===== src/rtl/mem_access_ctrl_pkg.sv =====
// Shared encodings for the memory access controller:
// load/store type codes, FSM states and access-size helpers.
package mem_access_ctrl_pkg;

  typedef enum logic [2:0] {
    LT_NONE = 3'b000,
    LT_LB   = 3'b001,
    LT_LH   = 3'b010,
    LT_LW   = 3'b011,
    LT_LD   = 3'b100,
    LT_LBU  = 3'b101,
    LT_LHU  = 3'b110,
    LT_LWU  = 3'b111
  } load_type_e;

  typedef enum logic [2:0] {
    ST_NONE = 3'b000,
    ST_SB   = 3'b100,
    ST_SH   = 3'b101,
    ST_SW   = 3'b110,
    ST_SD   = 3'b111
  } store_type_e;

  typedef enum logic [1:0] {
    S_IDLE,
    S_REQ,
    S_WAIT,
    S_RESP
  } state_e;

  typedef enum logic [1:0] {
    SZ_B,
    SZ_H,
    SZ_W,
    SZ_D
  } size_e;

  function automatic size_e ld_size(
    input logic [2:0] t
  );
    case (t)
      LT_LH, LT_LHU: ld_size = SZ_H;
      LT_LW, LT_LWU: ld_size = SZ_W;
      LT_LD:         ld_size = SZ_D;
      default:       ld_size = SZ_B;
    endcase
  endfunction

  function automatic size_e st_size(
    input logic [2:0] t
  );
    case (t)
      ST_SH:   st_size = SZ_H;
      ST_SW:   st_size = SZ_W;
      ST_SD:   st_size = SZ_D;
      default: st_size = SZ_B;
    endcase
  endfunction

  function automatic logic misaligned(
    input size_e      s,
    input logic [2:0] a
  );
    case (s)
      SZ_H:    misaligned = a[0];
      SZ_W:    misaligned = |a[1:0];
      SZ_D:    misaligned = |a;
      default: misaligned = 1'b0;
    endcase
  endfunction

endpackage


===== src/rtl/mem_align.sv =====
// Byte-lane alignment: store mask and data shift,
// load extraction with sign or zero extension.
module mem_align (
  input  logic [2:0]  lane,
  input  logic [2:0]  load_type,
  input  logic [2:0]  store_type,
  input  logic [63:0] wdata,
  input  logic [63:0] rdata,
  output logic [7:0]  wmask,
  output logic [63:0] wdata_sh,
  output logic [63:0] load_data
);
  import mem_access_ctrl_pkg::*;

  logic [5:0]  sh_amt;
  logic [7:0]  base;
  logic [63:0] rd_sh;

  assign sh_amt = {lane, 3'b000};

  always_comb begin
    base      = 8'h00;
    load_data = '0;
    case (store_type)
      ST_SB:   base = 8'h01;
      ST_SH:   base = 8'h03;
      ST_SW:   base = 8'h0F;
      ST_SD:   base = 8'hFF;
      default: base = 8'h00;
    endcase
    wmask    = base << lane;
    wdata_sh = wdata << sh_amt;
    rd_sh    = rdata >> sh_amt;
    case (load_type)
      LT_LB:   load_data = {{56{rd_sh[7]}}, rd_sh[7:0]};
      LT_LBU:  load_data = {56'd0, rd_sh[7:0]};
      LT_LH:   load_data = {{48{rd_sh[15]}}, rd_sh[15:0]};
      LT_LHU:  load_data = {48'd0, rd_sh[15:0]};
      LT_LW:   load_data = {{32{rd_sh[31]}}, rd_sh[31:0]};
      LT_LWU:  load_data = {32'd0, rd_sh[31:0]};
      LT_LD:   load_data = rd_sh;
      default: load_data = '0;
    endcase
  end

endmodule


===== src/rtl/mem_access_ctrl.sv =====
// Memory-stage access controller: one bus transaction
// at a time, misaligned accesses fault without bus traffic.
module mem_access_ctrl #(
  parameter int ADDR_W = 64
) (
  input  logic              clk,
  input  logic              rst_n,
  input  logic              req_valid,
  output logic              req_ready,
  input  logic              mem_read,
  input  logic              mem_write,
  input  logic [2:0]        load_type,
  input  logic [2:0]        store_type,
  input  logic [ADDR_W-1:0] addr,
  input  logic [63:0]       wdata,
  output logic              bus_valid,
  input  logic              bus_ready,
  output logic [ADDR_W-1:0] bus_addr,
  output logic              bus_we,
  output logic [63:0]       bus_wdata,
  output logic [7:0]        bus_wmask,
  input  logic              bus_rvalid,
  input  logic [63:0]       bus_rdata,
  output logic              resp_valid,
  input  logic              resp_ready,
  output logic [63:0]       resp_data,
  output logic              resp_err,
  output logic              busy
);
  import mem_access_ctrl_pkg::*;

  state_e            state, state_nx;
  logic              accept, mis, capture;
  logic              lat_we;
  logic [ADDR_W-1:0] lat_addr;
  logic [63:0]       lat_wdata;
  logic [2:0]        lat_lt, lat_st;
  logic [63:0]       data_q;
  logic              err_q;
  logic [7:0]        al_mask;
  logic [63:0]       al_wdata, al_load;

  mem_align u_align (
    .lane       (lat_addr[2:0]),
    .load_type  (lat_lt),
    .store_type (lat_st),
    .wdata      (lat_wdata),
    .rdata      (bus_rdata),
    .wmask      (al_mask),
    .wdata_sh   (al_wdata),
    .load_data  (al_load)
  );

  assign mis = mem_read
    ? misaligned(ld_size(load_type), addr[2:0])
    : misaligned(st_size(store_type), addr[2:0]);

  assign capture = (state == S_WAIT) && bus_rvalid;

  always_comb begin
    state_nx = state;
    accept   = 1'b0;
    unique case (state)
      S_IDLE: begin
        if (req_valid && (mem_read ^ mem_write)) begin
          accept   = 1'b1;
          state_nx = mis ? S_RESP : S_REQ;
        end
      end
      S_REQ:  if (bus_ready)  state_nx = S_WAIT;
      S_WAIT: if (bus_rvalid) state_nx = S_RESP;
      S_RESP: if (resp_ready) state_nx = S_IDLE;
    endcase
  end

  always_ff @(posedge clk or negedge rst_n) begin
    if (!rst_n) begin
      state     <= S_IDLE;
      lat_we    <= 1'b0;
      lat_addr  <= '0;
      lat_wdata <= '0;
      lat_lt    <= '0;
      lat_st    <= '0;
      data_q    <= '0;
      err_q     <= 1'b0;
    end else begin
      state <= state_nx;
      if (accept) begin
        lat_we    <= mem_write;
        lat_addr  <= addr;
        lat_wdata <= wdata;
        lat_lt    <= mem_read ? load_type : 3'b000;
        lat_st    <= mem_write ? store_type : 3'b000;
        data_q    <= '0;
        err_q     <= mis;
      end
      // Stores acknowledge with a zero result
      if (capture) data_q <= lat_we ? '0 : al_load;
    end
  end

  always_comb begin
    req_ready  = 1'b0;
    busy       = 1'b1;
    bus_valid  = 1'b0;
    bus_addr   = '0;
    bus_we     = 1'b0;
    bus_wdata  = '0;
    bus_wmask  = '0;
    resp_valid = 1'b0;
    resp_data  = '0;
    resp_err   = 1'b0;
    unique case (state)
      S_IDLE: begin
        req_ready = 1'b1;
        busy      = 1'b0;
      end
      S_REQ: begin
        bus_valid = 1'b1;
        bus_addr  = {lat_addr[ADDR_W-1:3], 3'b000};
        bus_we    = lat_we;
        bus_wdata = lat_we ? al_wdata : '0;
        bus_wmask = lat_we ? al_mask : '0;
      end
      S_WAIT: ;
      S_RESP: begin
        resp_valid = 1'b1;
        resp_data  = data_q;
        resp_err   = err_q;
      end
    endcase
  end

endmodule


===== config.mk =====
export PLATFORM = sky130hd
export DESIGN_NAME = mem_access_ctrl
export DESIGN_NICKNAME = d
export VERILOG_FILES = /design/src/rtl/mem_access_ctrl_pkg.sv /design/src/rtl/mem_align.sv /design/src/rtl/mem_access_ctrl.sv
export SDC_FILE = /design/constraint.sdc
export NUM_CORES = 1
export LEC_CHECK = 0
export ABC_AREA = 1
export CORE_AREA = 2 2 196 198
export DETAILED_ROUTE_END_ITERATION = 6
export DIE_AREA = 0 0 198 200
export GPL_ROUTABILITY_DRIVEN = 0
export SYNTH_ARGS = -nofsm -noshare
export SYNTH_HDL_FRONTEND = slang
export SYNTH_SLANG_ARGS = --single-unit
export TNS_END_PERCENT = 10

===== constraint.sdc =====
create_clock -name clk -period 4.6 [get_ports clk]
set_clock_uncertainty 0.05 [all_clocks]
set_input_delay 0.69 -clock clk [delete_from_list [all_inputs] [get_ports clk]]
set_output_delay 0.69 -clock clk [all_outputs]
set_load 0.05 [all_outputs]

* Word-level counts from Yosys, hierarchy flattened *
Cells that the tools add are included.

storage, ports and cells
  bits in registers = 202

cells by class
  mux-type cells = 32
  bitwise logic cells = 1
  shift-type cells = 3
  equal/unequal tests = 32
  reduce and logical (&&, ||, !) cells = 9

operators with widths
  kind                                            number
  two-way mux 64 bit                              7
  one-hot mux 64 bit (7 select lines)             1
  << shifter 64 x 6 -> 64 bit                     1
  >> shifter 64 x 6 -> 64 bit                     1
  == test 3 bit (second input constant)           14
  one-hot mux 8 bit (4 select lines)              1
  two-way mux 8 bit                               2
  == test 2 bit (second input constant)           6
  == test 3 x 2 -> 1 bit (second input constant)  4
  one-hot mux 2 bit (3 select lines)              2
  two-way mux 2 bit                               5
  two-way mux 1 bit                               9
  inequality test 2 bit (second input constant)   4
  one-hot mux 2 bit (4 select lines)              1
  << shifter 8 x 3 -> 8 bit                       1
  == test 2 x 1 -> 1 bit (second input constant)  3
  two-way mux 3 bit                               2
  one-hot mux 1 bit (3 select lines)              2
  OR reduction 2 bit                              3
  AND reduction 4 bit                             1
  == test 3 x 1 -> 1 bit (second input constant)  1
  OR reduction 3 bit                              1
  logical AND 1 bit                               2
  logical NOT 2 bit                               1
  2 further kinds                                 2

* Longest topological paths before layout *
Gate-level depths: netlist of run 1.

  depth after elaboration = 9
  depth in mapped cells = 12

* Cells and area by module *
A second synthesis of run 1 with hierarchy kept.

second synthesis, totals
  cells, all modules = 2255
  area total of the unflattened synthesis = 13815.8 sq um

by module, submodules not included
  module           area each (sq um)  instances  sequential area each (sq um)  cells each
  mem_access_ctrl  9572.9             1          5054.8                        1325
  mem_align        4242.8             1          0.0                           930

* Worst setup path before layout of run 1 *
OpenSTA, ideal clock, no wires.

  kind = reg-to-output
  start point = reg state[1]
  end point = out bus_wdata[48]
  path slack = 1.049 ns
  arrival = 2.811 ns
  stages on the path, launching flop included = 9
  cells stage by stage = dfrtp_1 inv_1 ha_1 buf_2 nand2_1 inv_2 nand2_1 clkbuf_1 o22ai_1

on the way
  word-level cells in the longest chain between the ends = 2

ends and longest elaborated chain
  what                      RTL line                text
  start: declaration        mem_access_ctrl.sv:32   state_e state, state_nx;
  start signal: assignment  mem_access_ctrl.sv:87   state <= state_nx;
  == test 2 x 1 -> 1 bit    mem_access_ctrl.sv:113  unique case (state)
  two-way mux 64 bit        mem_access_ctrl.sv:113
  end: declaration          mem_access_ctrl.sv:20   output logic [63:0] bus_wdata,

Every way passes these cells.

* Worst setup path after layout of run 1 *
  start point = reg state[1]
  end point = out bus_wmask[4]

on the way
  word-level cells in the longest chain between the ends = 2

ends and longest elaborated chain
  what                    RTL line                text
  == test 2 x 1 -> 1 bit  mem_access_ctrl.sv:113
  two-way mux 8 bit       mem_access_ctrl.sv:113
  end: declaration        mem_access_ctrl.sv:21   output logic [7:0] bus_wmask,

Every way passes these cells.

==> run_results.csv, run 1 <==
group,metric,value,unit
clock_network,cts_root_buf,"clkbuf_16",
logic_synthesis,synthTopCellsByArea,"dfrtp_1 (39%), nand2_1 (30%), nand3_1 (5.2%), inv_1 (4.9%), o21ai_0 (3.4%)",
floorplan,die_area,39600,um^2
pwr,combPwrFrac,0.573,
global_route,gr-usage-met3,0.0709,
critical_path,path_max_fanout,33,
global_route,grtUsageMet1,0.321,
critical_path,path_class,"reg2out",
logic_synthesis,async_flop_share,1.00,
logic_synthesis,netlist.area_leader.share,0.389,
logic_synthesis,yosysWarnings,0,
pwr,peakVddDrop,370,uV
routing,firstDrtPassIters,6,
logic_synthesis,synthTopCellsByCount,"nand2_1 (1038), dfrtp_1 (202), inv_1 (169)",
global_route,grt_pass1_wl,80600,um
sta,rsz0062_at_grt,"false",
outcome,status,"finished clean",
routing,drt_drc_violations_left,0,
pwr,clockPowerShare,0.170,
clock_network,htreeDepth,1,
critical_path,cp.arrival,3.13,ns
layout,drive_above_1_share,0.0700,
clock_network,ctsResizeCount,0,
global_route,grt_overflow,0,
routing,drt-total-wl,52500,um
sta,max_freq,258,MHz
floorplan,die_height,200,um
sta,tightest_slew,1.18,ns
placement,dpl_cell_area,17600,um^2
layout,multi_input_area,6470,um^2
sta,fin_ws,0.727,ns
layout,seq_area,5060,um^2
pwr,p_per_area,648,nW/um^2
floorplan,die_x,198,um
pwr,p_int,5.92,mW
layout,fin_util,0.495,
logic_synthesis,netlist_area,13000,um^2
clock_network,clk_pin_slew_worst_paths,0.06,ns
sta,period_share,0.842,
clock_network,cts_setup_buffers,0,
placement,portBuffers,408,
pwr,power_switching,6.07,mW
clock_network,clkSinkCount,202,
routing,drt_iter0_drc,1062,
pwr,leakagePower,9.94,nW
floorplan,initial_core_util,0.348,
sta,finalHoldViolations,0,
layout,design_area,18500,um^2
logic_synthesis,synthesis.instances,2023,
critical_path,crit_required,3.86,ns
sta,fin_crit,3.87,ns
logic_synthesis,yosysMostFrequentCell,"nand2_1",
sta,setup-tns-final,0,ns
layout,num-fill-cells,3742,
floorplan,row_count,71,
sta,maxSlewViolCount,0,
routing,vias_per_cell,4.95,
routing,ant_nets,0,
layout,synthToLayoutAreaGrowth,42.4,%
global_route,first_global_vias,14094,
global_route,grt_use_total,0.263,
min_path,hold_class,"in2async",
sta,maxSlewHeadroom,0.216,
global_route,top_usage_layer,"met2",
logic_synthesis,synth_cell_type_count,34,
pwr,p_sw_frac,0.506,
flow_run,cap_viol_max_count,0,
critical_path,start_kind,"flip-flop",
sta,setup_viol,0,
placement,dpl_worst_slack,1.25,ns
logic_synthesis,yosys.area.top_type,"dfrtp_1",
global_route,grt_max_degree,112,
logic_synthesis,syn_avg_cell_area,6.43,um^2
critical_path,critPathCaptureType,"primary output",
global_route,grt_antenna_before_repair,10,
logic_synthesis,synth-seq-cells,202,
global_route,met2_usage,0.437,
clock_network,clkLatencyLatePin,0.54,ns
logic_synthesis,synthFlopType,"dfrtp_1",
clock_network,ctsHoldBuffers,0,
pwr,power_frac_seq,0.257,
floorplan,ios,412,
clock_network,cts_buffer_depth,3,
routing,wl_per_cell,18.2,um
layout,nets,2549,
logic_synthesis,synth_enable_flop_cells,0,
sta,hold_slack,0.144,ns
logic_synthesis,synth_seq_area_share,0.389,
routing,dr_total_vias,14229,
clock_network,cts_tree,"built",
placement,hpwl,38000,um
floorplan,core,37400,um^2
clock_network,cts_buffers,25,
kinds of logic (layout without fill, tap and decap cells):
group / Yosys count / in the layout / synth area share
fa+ha+maj: 4 / 4 / 0.00385
flops: 202 / 202 / 0.389
buf+inv: 320 / 653 / 0.116
compound gates: 228 / 228 / 0.0973
mux: 17 / 17 / 0.0131
other cells: 1 / 10 / 0.000288
simple gates: 1251 / 1251 / 0.381
critical path, stage by stage (launching register included):
cell,delay [ns]
dfrtp_1,0.41
inv_1,0.10
ha_2,0.56
nand2_1,0.31
inv_2,0.29
nand2_2,0.09
buf_4,0.26
a21oi_1,0.14
nand2_1,0.08
o21ai_0,0.17
buf_12,0.19
registers in the layout, indices dropped and copies added, names as in the netlist:
signal / flops
lat_st: 3
lat_addr: 64
lat_we: 1
err_q: 1
lat_wdata: 64
lat_lt: 3
state: 2
data_q: 64
cells in the final DEF (no fill, tap or decap), types with 3 or more instances in the layout:
| cell type | synthesis | layout |
|---|---|---|
| nand2_2 | 4 | 5 |
| or2_1 | 3 | 3 |
| nand3_1 | 136 | 136 |
| clkinv_2 | 0 | 7 |
| nand2_1 | 1038 | 1036 |
| clkinvlp_4 | 0 | 4 |
| mux2i_1 | 17 | 17 |
| diode_2 | 0 | 7 |
| inv_1 | 169 | 168 |
| clkbuf_8 | 0 | 6 |
| o21ai_1 | 62 | 62 |
| nor2_1 | 48 | 47 |
| inv_2 | 5 | 4 |
| nand2_4 | 2 | 3 |
| clkbuf_16 | 0 | 25 |
| a21oi_1 | 17 | 17 |
| o21ai_0 | 89 | 89 |
| dfrtp_1 | 202 | 200 |
| o211ai_1 | 22 | 22 |
| conb_1 | 1 | 3 |
| a22o_1 | 4 | 4 |
| buf_12 | 0 | 58 |
| o22ai_1 | 28 | 28 |
| buf_4 | 18 | 37 |
| nand4_1 | 14 | 14 |
| nor3_1 | 3 | 3 |
| clkdlybuf4s50_1 | 0 | 335 |
per-layer routing:
layer | vias up | share of wire
met3 | 122 | 0.093
met2 | 604 | 0.47
met1 | 6582 | 0.40
met4 | 6 | 0.044
li1 | 6915 | -
met5 | - | 0.00078
power groups by stage:
stage,registers [mW],clock network [mW],logic [mW]
2_1_floorplan,2.90,0,4.85
3_5_place_dp,3.07,0,6.86
5_1_grt,3.17,2.16,7.53
3_3_place_gp,3.08,0,6.80
4_1_cts,3.07,2.08,6.88
6_report,3.08,2.04,6.88
path summary, 6_finish.rpt:
path,from,cells after the start,slack (ns),to
worst min-delay path,rst_n,1,0.14,data_q[59]
min in group clk,data_q[4],1,0.42,data_q[4]
worst max register to register,lat_addr[0],8,1.80,data_q[42]
max in group asynchronous,rst_n,2,3.25,lat_addr[11]
worst max-delay path,state[1],10,0.73,bus_wmask[4]
worst min register to register,data_q[4],1,0.42,data_q[4]
layout make-up:
| type | instances | share of cell area |
|---|---|---|
| multi-input combinational | 1503 | 0.349 |
| timing repair buffer | 431 | 0.260 |
| sequential | 202 | 0.273 |
| inverter | 176 | 0.0362 |
| antenna | 7 | 0.000947 |
| clock buffer | 32 | 0.0385 |
| tap | 511 | 0.0345 |
| clock inverter | 14 | 0.00723 |
through the flow:
step	std cells	total power, mW
final	2876	12.0
after floorplan	2025	7.74
after global placement	2823	9.88
after global routing	2874	12.9
after detailed placement	2823	9.93
after CTS	2869	12.0
Power figures use the tool's default switching activity.
==> inputs of run 2 (changes only) <==
- PLACE_DENSITY: not set -> 0.65
- clock period: 4.6 -> 3.45 ns (I/O delays scaled with it)
==> run 2 against run 1 <==
  * Clock-buffer cell count unchanged
  * Critical path type unchanged
  * Non-clock buffer count increased by 10
  * Clock power increased by 38%
  * Sequential share of layout area decreased by 0.10 points
==> run_results.csv, run 2 (same netlist as run 1, synthesis figures left out) <==
group,metric,value,unit
outcome,status,"finished clean",
clock_network,cts_setup_buffers,0,
global_route,grt_use_total,0.251,
routing,wl_per_cell,17.5,um
critical_path,cp.arrival,2.66,ns
sta,tightest_slew,1.00,ns
sta,fin_crit,3.22,ns
clock_network,clkLatencyLatePin,0.52,ns
critical_path,r2r-start,"lat_addr[1]",
critical_path,rrSetupSlack,0.73,ns
pwr,p_sw_frac,0.497,
clock_network,cts_buffers,24,
critical_path,cp-startpoint,"state[1]",
floorplan,die_area,39600,um^2
routing,drt_drc_violations_left,0,
global_route,first_global_vias,13894,
clock_network,cts_root_buf,"clkbuf_16",
floorplan,core,37400,um^2
pwr,clockPowerShare,0.176,
global_route,grt_overflow,0,
critical_path,path_max_fanout,24,
pwr,leakagePower,10.0,nW
placement,dpl_cell_area,17700,um^2
floorplan,die_x,198,um
placement,dpl_worst_slack,0.631,ns
routing,ant_nets,0,
sta,period_share,0.934,
pwr,power_switching,7.93,mW
critical_path,crit_path_max_incr_delay,0.81,ns
sta,maxSlewHeadroom,0.331,
min_path,hold_class,"reg2reg",
clock_network,htreeDepth,1,
critical_path,r2r_cells,8,
pwr,power_frac_seq,0.258,
routing,drt_iter0_drc,1070,
layout,final_cell_mix,"nand2_1 (1036), clkdlybuf4s50_1 (335), dfrtp_1 (200)",
layout,final_common_cell,"nand2_1",
layout,largestRegisters,"data_q: 64 flops, lat_addr: 64 flops, lat_wdata: 64 flops",
sta,fin_ws,0.227,ns
floorplan,ios,412,
routing,firstDrtPassIters,7,
floorplan,die_height,200,um
critical_path,start_kind,"flip-flop",
pwr,combPwrFrac,0.565,
sta,setup_viol,0,
critical_path,critPathCaptureType,"primary output",
routing,vias_per_cell,4.97,
layout,num-fill-cells,3688,
layout,seq_area,5060,um^2
placement,hpwl,37200,um
pwr,p_int,8.02,mW
critical_path,crit_required,2.88,ns
layout,synthToLayoutAreaGrowth,42.9,%
critical_path,crit_chain,"ha_2 > buf_4 > nand2_1 > inv_1 > clkdlybuf4s50_1",
global_route,grt_max_degree,143,
placement,portBuffers,408,
pwr,peakVddDrop,475,uV
global_route,grt_pass1_wl,77700,um
critical_path,path_class,"reg2out",
floorplan,row_count,71,
critical_path,crit_end,"resp_data[43]",
layout,drive_above_1_share,0.0727,
critical_path,rr_endpoint,"data_q[31]",
clock_network,clk_pin_slew_worst_paths,0.06,ns
pwr,p_per_area,858,nW/um^2
global_route,grt_antenna_before_repair,3,
clock_network,cts_tree,"built",
sta,rsz0062_at_grt,"false",
sta,max_freq,310,MHz
routing,drt-total-wl,50500,um
sta,maxSlewViolCount,0,
floorplan,initial_core_util,0.348,
sta,finalHoldViolations,0,
clock_network,cts_buffer_depth,3,
layout,nets,2558,
layout,multi_input_area,6470,um^2
routing,dr_total_vias,14313,
sta,setup-tns-final,0,ns
clock_network,clkSinkCount,202,
critical_path,crit_path_top_delay_cell,"clkdlybuf4s50_1",
layout,design_area,18600,um^2
flow_run,cap_viol_max_count,0,
## run 2: cell types whose count changed in the layout (fill, tap and decap cells not counted), moves of 2 or more
cell / change
clkinv_2: -2
diode_2: -4
bufinv_16: +2
clkinv_4: +2
buf_12: -3
buf_4: +11
clkinvlp_4: -3
## run 2: what timing repair did
item                       in CTS  in global routing
hold buffers                    1                  0
hold endpoints to repair       74                  0
setup endpoints to repair       0                 48
gates resized for setup         0                  1
## run 2: through the flow
| step | utilization | instances | power, mW | hold slack, ns |
|---|---|---|---|---|
| 2_1_floorplan | - | 2025 | 10.3 | 0.172 |
| 3_3_place_gp | 0.473 | 2832 | 13.0 | 0.412 |
| 3_5_place_dp | 0.473 | 2832 | 13.1 | 0.416 |
| 4_1_cts | 0.496 | 2877 | 16.0 | 0.432 |
| 5_1_grt | 0.497 | 2877 | 17.1 | 0.451 |
| 6_report | 0.497 | 2880 | 15.9 | 0.431 |
## run 2: metal layers
layer | share of wire | vias up | routed length [um] | global-route usage
li1 | - | 6940 | - | -
met1 | 0.39 | 6556 | 19800 | 0.313
met2 | 0.47 | 708 | 23800 | 0.426
met3 | 0.10 | 107 | 5070 | 0.0664
met4 | 0.036 | 2 | 1800 | 0.0808
met5 | 0.00026 | - | 13 | 0
## run 2: worst max-delay path: cells and delay by family (launching register included)
| kind | cells | cell delay [ns] |
|---|---|---|
| buf+inv | 3 | 1.23 |
| flops | 1 | 0.40 |
| fa+ha+maj | 1 | 0.37 |
| simple gates | 1 | 0.12 |
## run 2: area by class of cell
cell class,instances,area share
well taps,511,0.0344
clock buffers,32,0.0383
diodes,3,0.000404
inverters,176,0.0361
repair buffers,441,0.261
flip-flops and latches,202,0.272
clock inverters,12,0.00916
multi-input cells,1503,0.348
## run 2: how the worst min path moves through the flow
stage	start	to	slack, ns	depth (start not counted)
finish	lat_addr[35]	lat_addr[35]	0.43	2
global route	lat_addr[41]	lat_addr[41]	0.45	2
CTS	lat_wdata[60]	lat_wdata[60]	0.43	2
detailed placement	lat_wdata[60]	lat_wdata[60]	0.42	2
global placement	lat_addr[19]	lat_addr[19]	0.41	2
floorplan	rst_n	data_q[0]	0.17	0
## run 2: power groups by stage
| stage | clock network (mW) | registers, mW | logic [mW] |
|---|---|---|---|
| CTS | 2.86 | 4.11 | 8.98 |
| floorplan | 0 | 3.86 | 6.46 |
| global route | 2.98 | 4.23 | 9.87 |
| detailed placement | 0 | 4.12 | 8.95 |
| global placement | 0 | 4.13 | 8.84 |
| finish | 2.81 | 4.12 | 9.02 |
==> inputs of run 3 (changes only) <==
- ABC_CLOCK_PERIOD_IN_PS: not set -> 3450
==> results of run 3 <==
Same layout as run 2: the final DEF is identical, and so are final timing and power.
